$ cat src/rtl/switch_reader.sv
// Operator-panel switch front end: 2-flop sync, whole-vector debounce, registered decode.
// Optional SW_READER_ADDR_LATCH_EN: addr only loads on a debounced load_btn rising edge.
module switch_reader #(
    parameter int DEBOUNCE_CYCLES = 250000,
    parameter int CNT_W           = 18
) (
    input  logic        clk,
    input  logic        rst_n,
    input  logic [15:0] sw_raw,
`ifdef SW_READER_ADDR_LATCH_EN
    input  logic        load_btn,
`endif
    output logic        run_en,
    output logic [2:0]  disp_sel,
    output logic [11:0] addr,
    output logic        sel_invalid,
    output logic        upd
);

    localparam logic [CNT_W-1:0] CNT_LAST = CNT_W'(DEBOUNCE_CYCLES - 1);

    typedef enum logic {
        ST_IDLE  = 1'b0,
        ST_COUNT = 1'b1
    } state_t;

    logic [15:0]      s1_q, s2_q;
    logic [15:0]      cand_q, cand_d;
    logic [15:0]      stable_q, stable_d;
    logic [CNT_W-1:0] cnt_q, cnt_d;
    state_t           state_q, state_d;

    logic             run_q, run_d;
    logic [2:0]       disp_q, disp_d;
    logic [11:0]      addr_q, addr_d;
    logic             inv_q, inv_d;
    logic             upd_q, upd_d;

    always_ff @(posedge clk or negedge rst_n) begin
        if (!rst_n) begin
            s1_q <= '0;
            s2_q <= '0;
        end else begin
            s1_q <= sw_raw;
            s2_q <= s1_q;
        end
    end

    always_ff @(posedge clk or negedge rst_n) begin
        if (!rst_n) begin
            state_q  <= ST_IDLE;
            cand_q   <= '0;
            stable_q <= '0;
            cnt_q    <= '0;
        end else begin
            state_q  <= state_d;
            cand_q   <= cand_d;
            stable_q <= stable_d;
            cnt_q    <= cnt_d;
        end
    end

    // A candidate is accepted only after it has been seen unchanged for the full window;
    // returning to the already-stable value abandons the attempt silently.
    always_comb begin
        state_d  = state_q;
        cand_d   = cand_q;
        stable_d = stable_q;
        cnt_d    = cnt_q;
        case (state_q)
            ST_IDLE: begin
                cnt_d = '0;
                if (s2_q != stable_q) begin
                    cand_d  = s2_q;
                    state_d = ST_COUNT;
                end
            end
            ST_COUNT: begin
                if (s2_q != cand_q) begin
                    cand_d = s2_q;
                    cnt_d  = '0;
                end else if (s2_q == stable_q) begin
                    state_d = ST_IDLE;
                    cnt_d   = '0;
                end else if (cnt_q == CNT_LAST) begin
                    stable_d = cand_q;
                    state_d  = ST_IDLE;
                    cnt_d    = '0;
                end else begin
                    cnt_d = cnt_q + 1'b1;
                end
            end
            default: begin
                state_d = ST_IDLE;
                cnt_d   = '0;
            end
        endcase
    end

`ifdef SW_READER_ADDR_LATCH_EN
    logic             b1_q, b2_q;
    logic             btn_stable_q, btn_stable_d;
    logic             btn_pend_q, btn_pend_d;
    logic [CNT_W-1:0] btn_cnt_q, btn_cnt_d;
    logic             load_rise;

    always_ff @(posedge clk or negedge rst_n) begin
        if (!rst_n) begin
            b1_q         <= 1'b0;
            b2_q         <= 1'b0;
            btn_stable_q <= 1'b0;
            btn_pend_q   <= 1'b0;
            btn_cnt_q    <= '0;
        end else begin
            b1_q         <= load_btn;
            b2_q         <= b1_q;
            btn_stable_q <= btn_stable_d;
            btn_pend_q   <= btn_pend_d;
            btn_cnt_q    <= btn_cnt_d;
        end
    end

    // Single-bit copy of the vector debouncer, so the button has the same acceptance timing.
    always_comb begin
        btn_stable_d = btn_stable_q;
        btn_pend_d   = btn_pend_q;
        btn_cnt_d    = btn_cnt_q;
        load_rise    = 1'b0;
        if (!btn_pend_q) begin
            btn_cnt_d = '0;
            if (b2_q != btn_stable_q) begin
                btn_pend_d = 1'b1;
            end
        end else if (b2_q == btn_stable_q) begin
            btn_pend_d = 1'b0;
            btn_cnt_d  = '0;
        end else if (btn_cnt_q == CNT_LAST) begin
            btn_stable_d = b2_q;
            btn_pend_d   = 1'b0;
            btn_cnt_d    = '0;
            load_rise    = b2_q;
        end else begin
            btn_cnt_d = btn_cnt_q + 1'b1;
        end
    end
`endif

    always_comb begin
        inv_d  = stable_d[3] & stable_d[2];
        run_d  = stable_d[0];
        disp_d = inv_d ? 3'b000 : stable_d[3:1];
`ifdef SW_READER_ADDR_LATCH_EN
        addr_d = load_rise ? stable_d[15:4] : addr_q;
`else
        addr_d = stable_d[15:4];
`endif
        upd_d  = ({run_d, disp_d, addr_d, inv_d} != {run_q, disp_q, addr_q, inv_q});
    end

    always_ff @(posedge clk or negedge rst_n) begin
        if (!rst_n) begin
            run_q  <= 1'b0;
            disp_q <= 3'b000;
            addr_q <= '0;
            inv_q  <= 1'b0;
            upd_q  <= 1'b0;
        end else begin
            run_q  <= run_d;
            disp_q <= disp_d;
            addr_q <= addr_d;
            inv_q  <= inv_d;
            upd_q  <= upd_d;
        end
    end

    assign run_en      = run_q;
    assign disp_sel    = disp_q;
    assign addr        = addr_q;
    assign sel_invalid = inv_q;
    assign upd         = upd_q;

endmodule

$ cat config.mk
export PLATFORM = sky130hd
export DESIGN_NAME = switch_reader
export DESIGN_NICKNAME = d
export VERILOG_FILES = /design/src/rtl/switch_reader.sv
export SDC_FILE = /design/constraint.sdc
export NUM_CORES = 1
export LEC_CHECK = 0
export CORE_ASPECT_RATIO = 0.8
export CORE_MARGIN = 2
export CORE_UTILIZATION = 34
export DETAILED_ROUTE_END_ITERATION = 7
export GPL_TIMING_DRIVEN = 0
export SYNTH_ARGS = -nofsm -noshare
export SYNTH_HDL_FRONTEND = slang
export SYNTH_SLANG_ARGS = --single-unit
$ cat constraint.sdc
create_clock -name clk -period 7.3 [get_ports clk]
set_input_delay 1.095 -clock clk [delete_from_list [all_inputs] [get_ports clk]]
set_output_delay 1.095 -clock clk [all_outputs]
set_load 0.02 [all_outputs]
==> results of run 1 <==
## registers in the layout, summed over array words and instances (netlist names)
signal / cells
s1_q: 16
s2_q: 16
stable_q: 4
cnt_q: 18
upd: 1
state_q: 1
cand_q: 16
disp_sel: 3
addr: 12
sel_invalid: 1
## worst max-delay path: cells and delay by family (launching register included)
family	cells	cell delay (ps)
flip-flops	1	440
buffers and inverters	1	580
XOR/XNOR	1	230
AND/OR/NAND/NOR	4	980
multiplexers	1	410
## cell families after synthesis
family / Yosys count / share of synthesized area
buffers and inverters: 20 / 0.0366
and+or+nand+nor: 90 / 0.122
DFF: 88 / 0.564
xor gates and xnor gates: 63 / 0.141
AOI/OAI and AO/OA: 5 / 0.00705
muxes: 36 / 0.125
adders and majority gates: 1 / 0.00321
## cells in the mapped netlist
cell,instances,area share
nor3_1,6,0.0077
or4_1,1,0.0019
ha_1,1,0.0032
nand2b_1,6,0.0096
xor2_1,31,0.070
a21oi_1,1,0.0013
and3_1,5,0.0080
or2b_1,1,0.0019
nor2b_1,1,0.0016
mux2_2,16,0.046
nand2_1,11,0.011
mux2_4,16,0.062
nor4_1,7,0.011
or4b_2,1,0.0026
mux2i_1,2,0.0051
nand4_1,9,0.014
mux4_1,1,0.0067
or2_2,1,0.0016
o21ai_0,1,0.0013
xnor2_1,32,0.072
and3b_1,2,0.0045
dfrtp_1,88,0.56
o21ai_1,2,0.0026
nand3_1,11,0.014
or4b_1,1,0.0026
buf_6,3,0.0087
buf_4,12,0.023
nor4b_1,2,0.0045
nand4b_1,1,0.0022
clkbuf_1,3,0.0029
mux2i_4,1,0.0058
o21bai_1,1,0.0019
nor2_1,24,0.023
inv_1,2,0.0019
## power by group through the flow
stage	combinational, W	clock (W)	sequential, W
after global routing	0.0000533	0.000463	0.000515
after floorplan	0.0000217	0	0.000520
final	0.0000473	0.000425	0.000514
after detailed placement	0.0000481	0	0.000523
after CTS	0.0000484	0.000438	0.000514
after global placement	0.0000459	0	0.000523
## final cells by class
| cell class | count | share of cell area |
|---|---|---|
| Tap cell | 144 | 0.0381 |
| Clock buffer | 10 | 0.0484 |
| Sequential cell | 88 | 0.465 |
| Buffer | 18 | 0.0286 |
| Clock inverter | 6 | 0.00926 |
| Timing Repair Buffer | 36 | 0.0793 |
| Multi-Input combinational cell | 195 | 0.329 |
| Inverter | 2 | 0.00159 |
## metal layers
metal / up-vias / GRT usage / routed length (microns)
li1: 1115 / - / -
met1: 1130 / 0.199 / 3850
met2: 41 / 0.174 / 2920
met3: 11 / 0.0392 / 269
met4: 0 / 0.0420 / 85
met5: - / 0 / 0
## per-stage QoR
| stage | power, W | std cells | hold WS (ps) | instance area [sq um] | util |
|---|---|---|---|---|---|
| floorplan | 0.000542 | 303 | 331 | 3900 | - |
| global placement | 0.000568 | 482 | 332 | 4430 | 0.402 |
| detailed placement | 0.000571 | 483 | 336 | 4460 | 0.405 |
| CTS | 0.00100 | 499 | 350 | 4730 | 0.429 |
| global route | 0.00103 | 499 | 356 | 4730 | 0.429 |
| finish | 0.000986 | 499 | 349 | 4730 | 0.429 |
## worst paths after layout
| kind | from | to | slack (ps) | cells after the start |
|---|---|---|---|---|
| max | addr[11] | cand_q[13] | 4530 | 7 |
| min | s1_q[8] | s2_q[8] | 350 | 0 |
| max reg2reg | addr[11] | cand_q[13] | 4530 | 7 |
| min reg2reg | s1_q[8] | s2_q[8] | 350 | 0 |
| max in group asynchronous | rst_n | addr[8] | 6010 | 2 |
| min in group asynchronous | rst_n | sel_invalid | 680 | 1 |
==> metrics.md, run 1 <==
| Metric | Value |
|---|---|
| Status | `finished clean` |
| Crit. End Element | `flip-flop` |
| Vias in the first global route | `2,257` |
| Post-CTS Setup Inserts | `0` |
| Worst Path Arrival | `2990 ps` |
| Iteration-0 DRC Markers | `118` |
| CTS HTree Levels | `3` |
| Via density | `4.60` |
| Commonest cells after routing, fill and taps aside | `88 x dfrtp_1, 34 x clkdlybuf4s50_1, 32 x xnor2_1` |
| Largest net degree at the start of global routing | `62` |
| Core area | `0.0110 sq mm` |
| Max Buffers Root-to-Sink | `2` |
| Routed length per instance | `14.3 microns` |
| PD cells | `208 mW/mm^2` |
| Crit path kind | `reg -> reg` |
| Final Skew | `4.36 ps` |
| Synth cell types | `34` |
| DRT antenna net count | `0` |
| Starting density of the core | `0.354` |
| Pint | `0.000758 W` |
| Sequential cell area | `0.00220 sq mm` |
| CTS root buffer | `clkbuf_16` |
| Syn Nets | `322` |
| Syn_area_per_cell | `12.9 sq um` |
| Critical path launch point type | `flip-flop` |
| Routed WL | `7120 microns` |
| Sequential power share | `0.521` |
| FILL cells | `1,052` |
| Slowest CP cell | `clkbuf_1` |
| Pre-CTS WS | `4520 ps` |
| Sw Ratio | `0.232` |
| Max rail drop VDD | `116 uV` |
| Most common cell after layout, fill and taps aside | `dfrtp_1` |
| Port Buffer Count | `35` |
| Total grt overflow | `0` |
| Cells after Synth | `303` |
| Post-synthesis sequential element count | `88` |
| FMAX | `361 MHz` |
| Post-synthesis sequential area ratio | `0.564` |
| DRC Markers | `0` |
| Max Cap Violations | `0` |
| CP max FO | `10` |
| Sink Count | `88` |
| CTS resizes | `0` |
| Detail Placement HPWL | `5070 microns` |
| Die width | `124 microns` |
| Clk pwr share | `0.431` |
| IO Pins | `36` |
| Num CTS Buffers | `9` |
| Worst setup margin | `4530 ps` |
| Fin. max-slew vios | `0` |
| RSZ-0062 raised after global routing | `false` |
| First-pass DRT Iterations | `6` |
| First-pass GRT wire length | `12,100 microns` |
| Hold buffers post-CTS | `0` |
| Worst path required time | `7520 ps` |
| Multi-input logic area | `0.00156 sq mm` |
| Max-Slew Margin vs Limit | `0.543` |
| P_leak | `2.06 nW` |
| Fin nets | `369` |
| Initial antenna violation count | `0` |
| Core Rows | `34` |
| Routability congestion estimate | `0.748` |
| Worst skew pair latency | `340 ps` |
| Vias | `2,297` |
| Logic pwr share | `0.048` |
| GRT Util Overall | `0.130` |
| Setup tns final | `0 ps` |
| Die ar. | `0.0124 sq mm` |
| Worst-Margin Slew | `686 ps` |
| Critical Path, Cell by Cell | `xnor2_1, nand4_1, nor4_1, nand2b_1, nand2_1, clkbuf_1, mux2_2` |
| CTS tree | `yes` |
| Layout cells sized above 1 | `0.189` |
| Ant diodes | `0` |
| Synthesized area | `0.00390 sq mm` |
| Final hold viol count | `0` |
| Sw Pwr | `0.000229 W` |
| Period utilization | `0.379` |
| Final min period | `2770 ps` |
| Clock slew at reported path FFs | `60 ps` |
| Worst hold path type | `reg -> reg` |
| Synth Warn # | `0` |
| # setup viols final | `0` |
| Critical path's largest stage delay | `580 ps` |
| Area Growth Syn to Fin | `21.2%` |
| Die H | `99.8 microns` |
Note: power is estimated with default switching activity, not from simulation.
==> inputs of run 2 (changes only) <==
==> constraint.sdc (replaced) <==
create_clock -name clk -period 2.6 [get_ports clk]
set_input_delay 0.39 -clock clk [delete_from_list [all_inputs] [get_ports clk]]
set_output_delay 0.39 -clock clk [all_outputs]
set_load 0.02 [all_outputs]
==> metrics.md, run 2 (synthesis results as in run 1) <==
| Metric | Value |
|---|---|
| Core area | `0.0110 sq mm (unchanged)` |
| Detail Placement HPWL | `5070 microns (unchanged)` |
| Iteration-0 DRC Markers | `114 (was 118)` |
| R2r startpoint | `s2_q[10] (was addr[11])` |
| Worst path required time | `2830 ps (was 7520 ps)` |
| Final hold viol count | `0 (unchanged)` |
| Status | `finished clean (unchanged)` |
| Via density | `4.63 (was 4.60)` |
| Crit path kind | `reg -> reg (unchanged)` |
| Worst-Margin Slew | `467 ps (was 686 ps)` |
| Layout cells sized above 1 | `0.223 (was 0.189)` |
| Num CTS Buffers | `9 (unchanged)` |
| Starting density of the core | `0.354 (unchanged)` |
| Max rail drop VDD | `325 uV (was 116 uV)` |
| Fin nets | `372 (was 369)` |
| Die H | `99.8 microns (unchanged)` |
| Routability congestion estimate | `0.748 (unchanged)` |
| Worst skew pair latency | `340 ps (about the same)` |
| Hold Crit Start | `s1_q[3] (was s1_q[8])` |
| First-pass GRT wire length | `12,200 microns (was 12,100 microns)` |
| Slowest CP cell | `or4b_2 (was clkbuf_1)` |
| Critical path launch point type | `flip-flop (unchanged)` |
| Vias | `2,324 (was 2,297)` |
| Routed length per instance | `14.6 microns (was 14.3 microns)` |
| Worst hold path type | `reg -> reg (unchanged)` |
| CP Buf/Inv Count | `1 (unchanged)` |
| Most common cell after layout, fill and taps aside | `dfrtp_1 (unchanged)` |
| Met3 Use GR | `0.0392 (unchanged)` |
| Vias in the first global route | `2,272 (was 2,257)` |
| Total grt overflow | `0 (unchanged)` |
| Largest net degree at the start of global routing | `62 (unchanged)` |
| M1 GR Usage | `0.199 (about the same)` |
| Clock slew at reported path FFs | `70 ps (was 60 ps)` |
| RSZ-0062 raised after global routing | `true (was false)` |
| GRT Util Overall | `0.131 (was 0.130)` |
| Largest Register | `cnt_q (unchanged)` |
| Max-Slew Margin vs Limit | `0.686 (was 0.543)` |
| FMAX | `390 MHz (was 361 MHz)` |
| Post-Place Cell Area | `0.00446 sq mm (unchanged)` |
| Busiest layer in global routing | `met1 (unchanged)` |
| # setup viols final | `0 (unchanged)` |
| CTS root buffer | `clkbuf_16 (unchanged)` |
| DRT antenna net count | `0 (unchanged)` |
| Final Skew | `7.02 ps (was 4.36 ps)` |
| Post-Layout Inst Area | `0.00479 sq mm (was 0.00473 sq mm)` |
| Met2 Usage GRT | `0.177 (was 0.174)` |
| IO Pins | `36 (unchanged)` |
| Routed WL | `7320 microns (was 7120 microns)` |
| CTS tree | `yes (unchanged)` |
| Ant diodes | `0 (unchanged)` |
| CP startpoint | `s2_q[10] (was addr[11])` |
| DRC Markers | `0 (unchanged)` |
| Die ar. | `0.0124 sq mm (unchanged)` |
| Core Rows | `34 (unchanged)` |
| Final min period | `2560 ps (was 2770 ps)` |
| CP max FO | `10 (unchanged)` |
| First-pass DRT Iterations | `4 (was 6)` |
| Port Buffer Count | `35 (unchanged)` |
| P_leak | `2.08 nW (was 2.06 nW)` |
| Hold_ws | `347 ps (was 349 ps)` |
| Commonest cells after routing, fill and taps aside | `88 x dfrtp_1, 34 x clkdlybuf4s50_1, 31 x xor2_1, 31 x xnor2_1, 24 x nor2_1 (was 88 x dfrtp_1, 34 x clkdlybuf4s50_1, 32 x xnor2_1)` |
| Period utilization | `0.986 (was 0.379)` |
| Critical path's largest stage delay | `650 ps (was 580 ps)` |
| PD cells | `580 mW/mm^2 (was 208 mW/mm^2)` |
| Max Buffers Root-to-Sink | `2 (unchanged)` |
| CTS HTree Levels | `3 (unchanged)` |
| Max Cap Violations | `0 (unchanged)` |
| Max reg flops | `18 (unchanged)` |
| Area Growth Syn to Fin | `22.7% (was 21.2%)` |
| Crit path max-delay family | `simple AND/OR/NAND/NOR gates (unchanged)` |
| Worst Path Arrival | `2790 ps (was 2990 ps)` |
| Critical Path, Cell by Cell | `xor2_1, nand2b_1, or4b_2, or4_4, buf_6, mux2_4 (was xnor2_1, nand4_1, nor4_1, nand2b_1, nand2_1, clkbuf_1, mux2_2)` |
| Die width | `124 microns (unchanged)` |
| Fin. max-slew vios | `0 (unchanged)` |
| Initial antenna violation count | `0 (unchanged)` |
| Crit. End Element | `flip-flop (unchanged)` |
| Sink Count | `88 (unchanged)` |
-- run 2: report_power, final --
part / total (W) / internal (W) / switching (W)
registers: 0.00144 / 0.00141 / 0.0000365
logic: 0.000137 / 0.0000714 / 0.0000661
clock network: 0.00120 / 0.000653 / 0.000543
total: 0.00278 / 0.00213 / 0.000646
-- run 2: final timing paths --
path / to / slack (ps) / depth (start not counted)
worst min-delay path: s2_q[3] / 350 / 0
worst max register to register: addr[0] / 40 / 6
worst max-delay path: addr[0] / 40 / 6
min in group asynchronous: sel_invalid / 520 / 2
worst min register to register: s2_q[3] / 350 / 0
max in group asynchronous: cand_q[14] / 1470 / 3
-- run 2: through the flow --
stage,setup TNS (ps),std cells,setup slack [ps],utilization,total power [W]
after global placement,-191190,482,-2160,0.402,0.00160
final,0,502,36.1,0.435,0.00278
after floorplan,0,303,162,-,0.00152
after detailed placement,-2920,483,-178,0.405,0.00160
after global routing,-487,502,-41.5,0.435,0.00290
after CTS,0,501,3.84,0.433,0.00281
-- run 2: area by class of cell --
type	count	area, sq um
clock buffer	10	229
tap	144	180
multi-input combinational	195	1590
clock inverter	6	43.8
sequential	88	2200
fill	1045	6230
buffer	16	125
inverter	2	7.51
timing repair buffer	41	415
-- run 2: timing repair --
| action | CTS | global route |
|---|---|---|
| setup buffers | 1 | 3 |
| setup endpoints to repair | 36 | 36 |
| resized for setup | 5 | 8 |
| pin swaps | 1 | 4 |
| hold endpoints to repair | 27 | 0 |
| hold buffers | 1 | 0 |
-- run 2: metal layers --
layer / part of all wire / routed length, microns
met1: 0.53 / 3860
met3: 0.040 / 292
met4: 0.013 / 92
met5: 0 / 0
met2: 0.42 / 3070
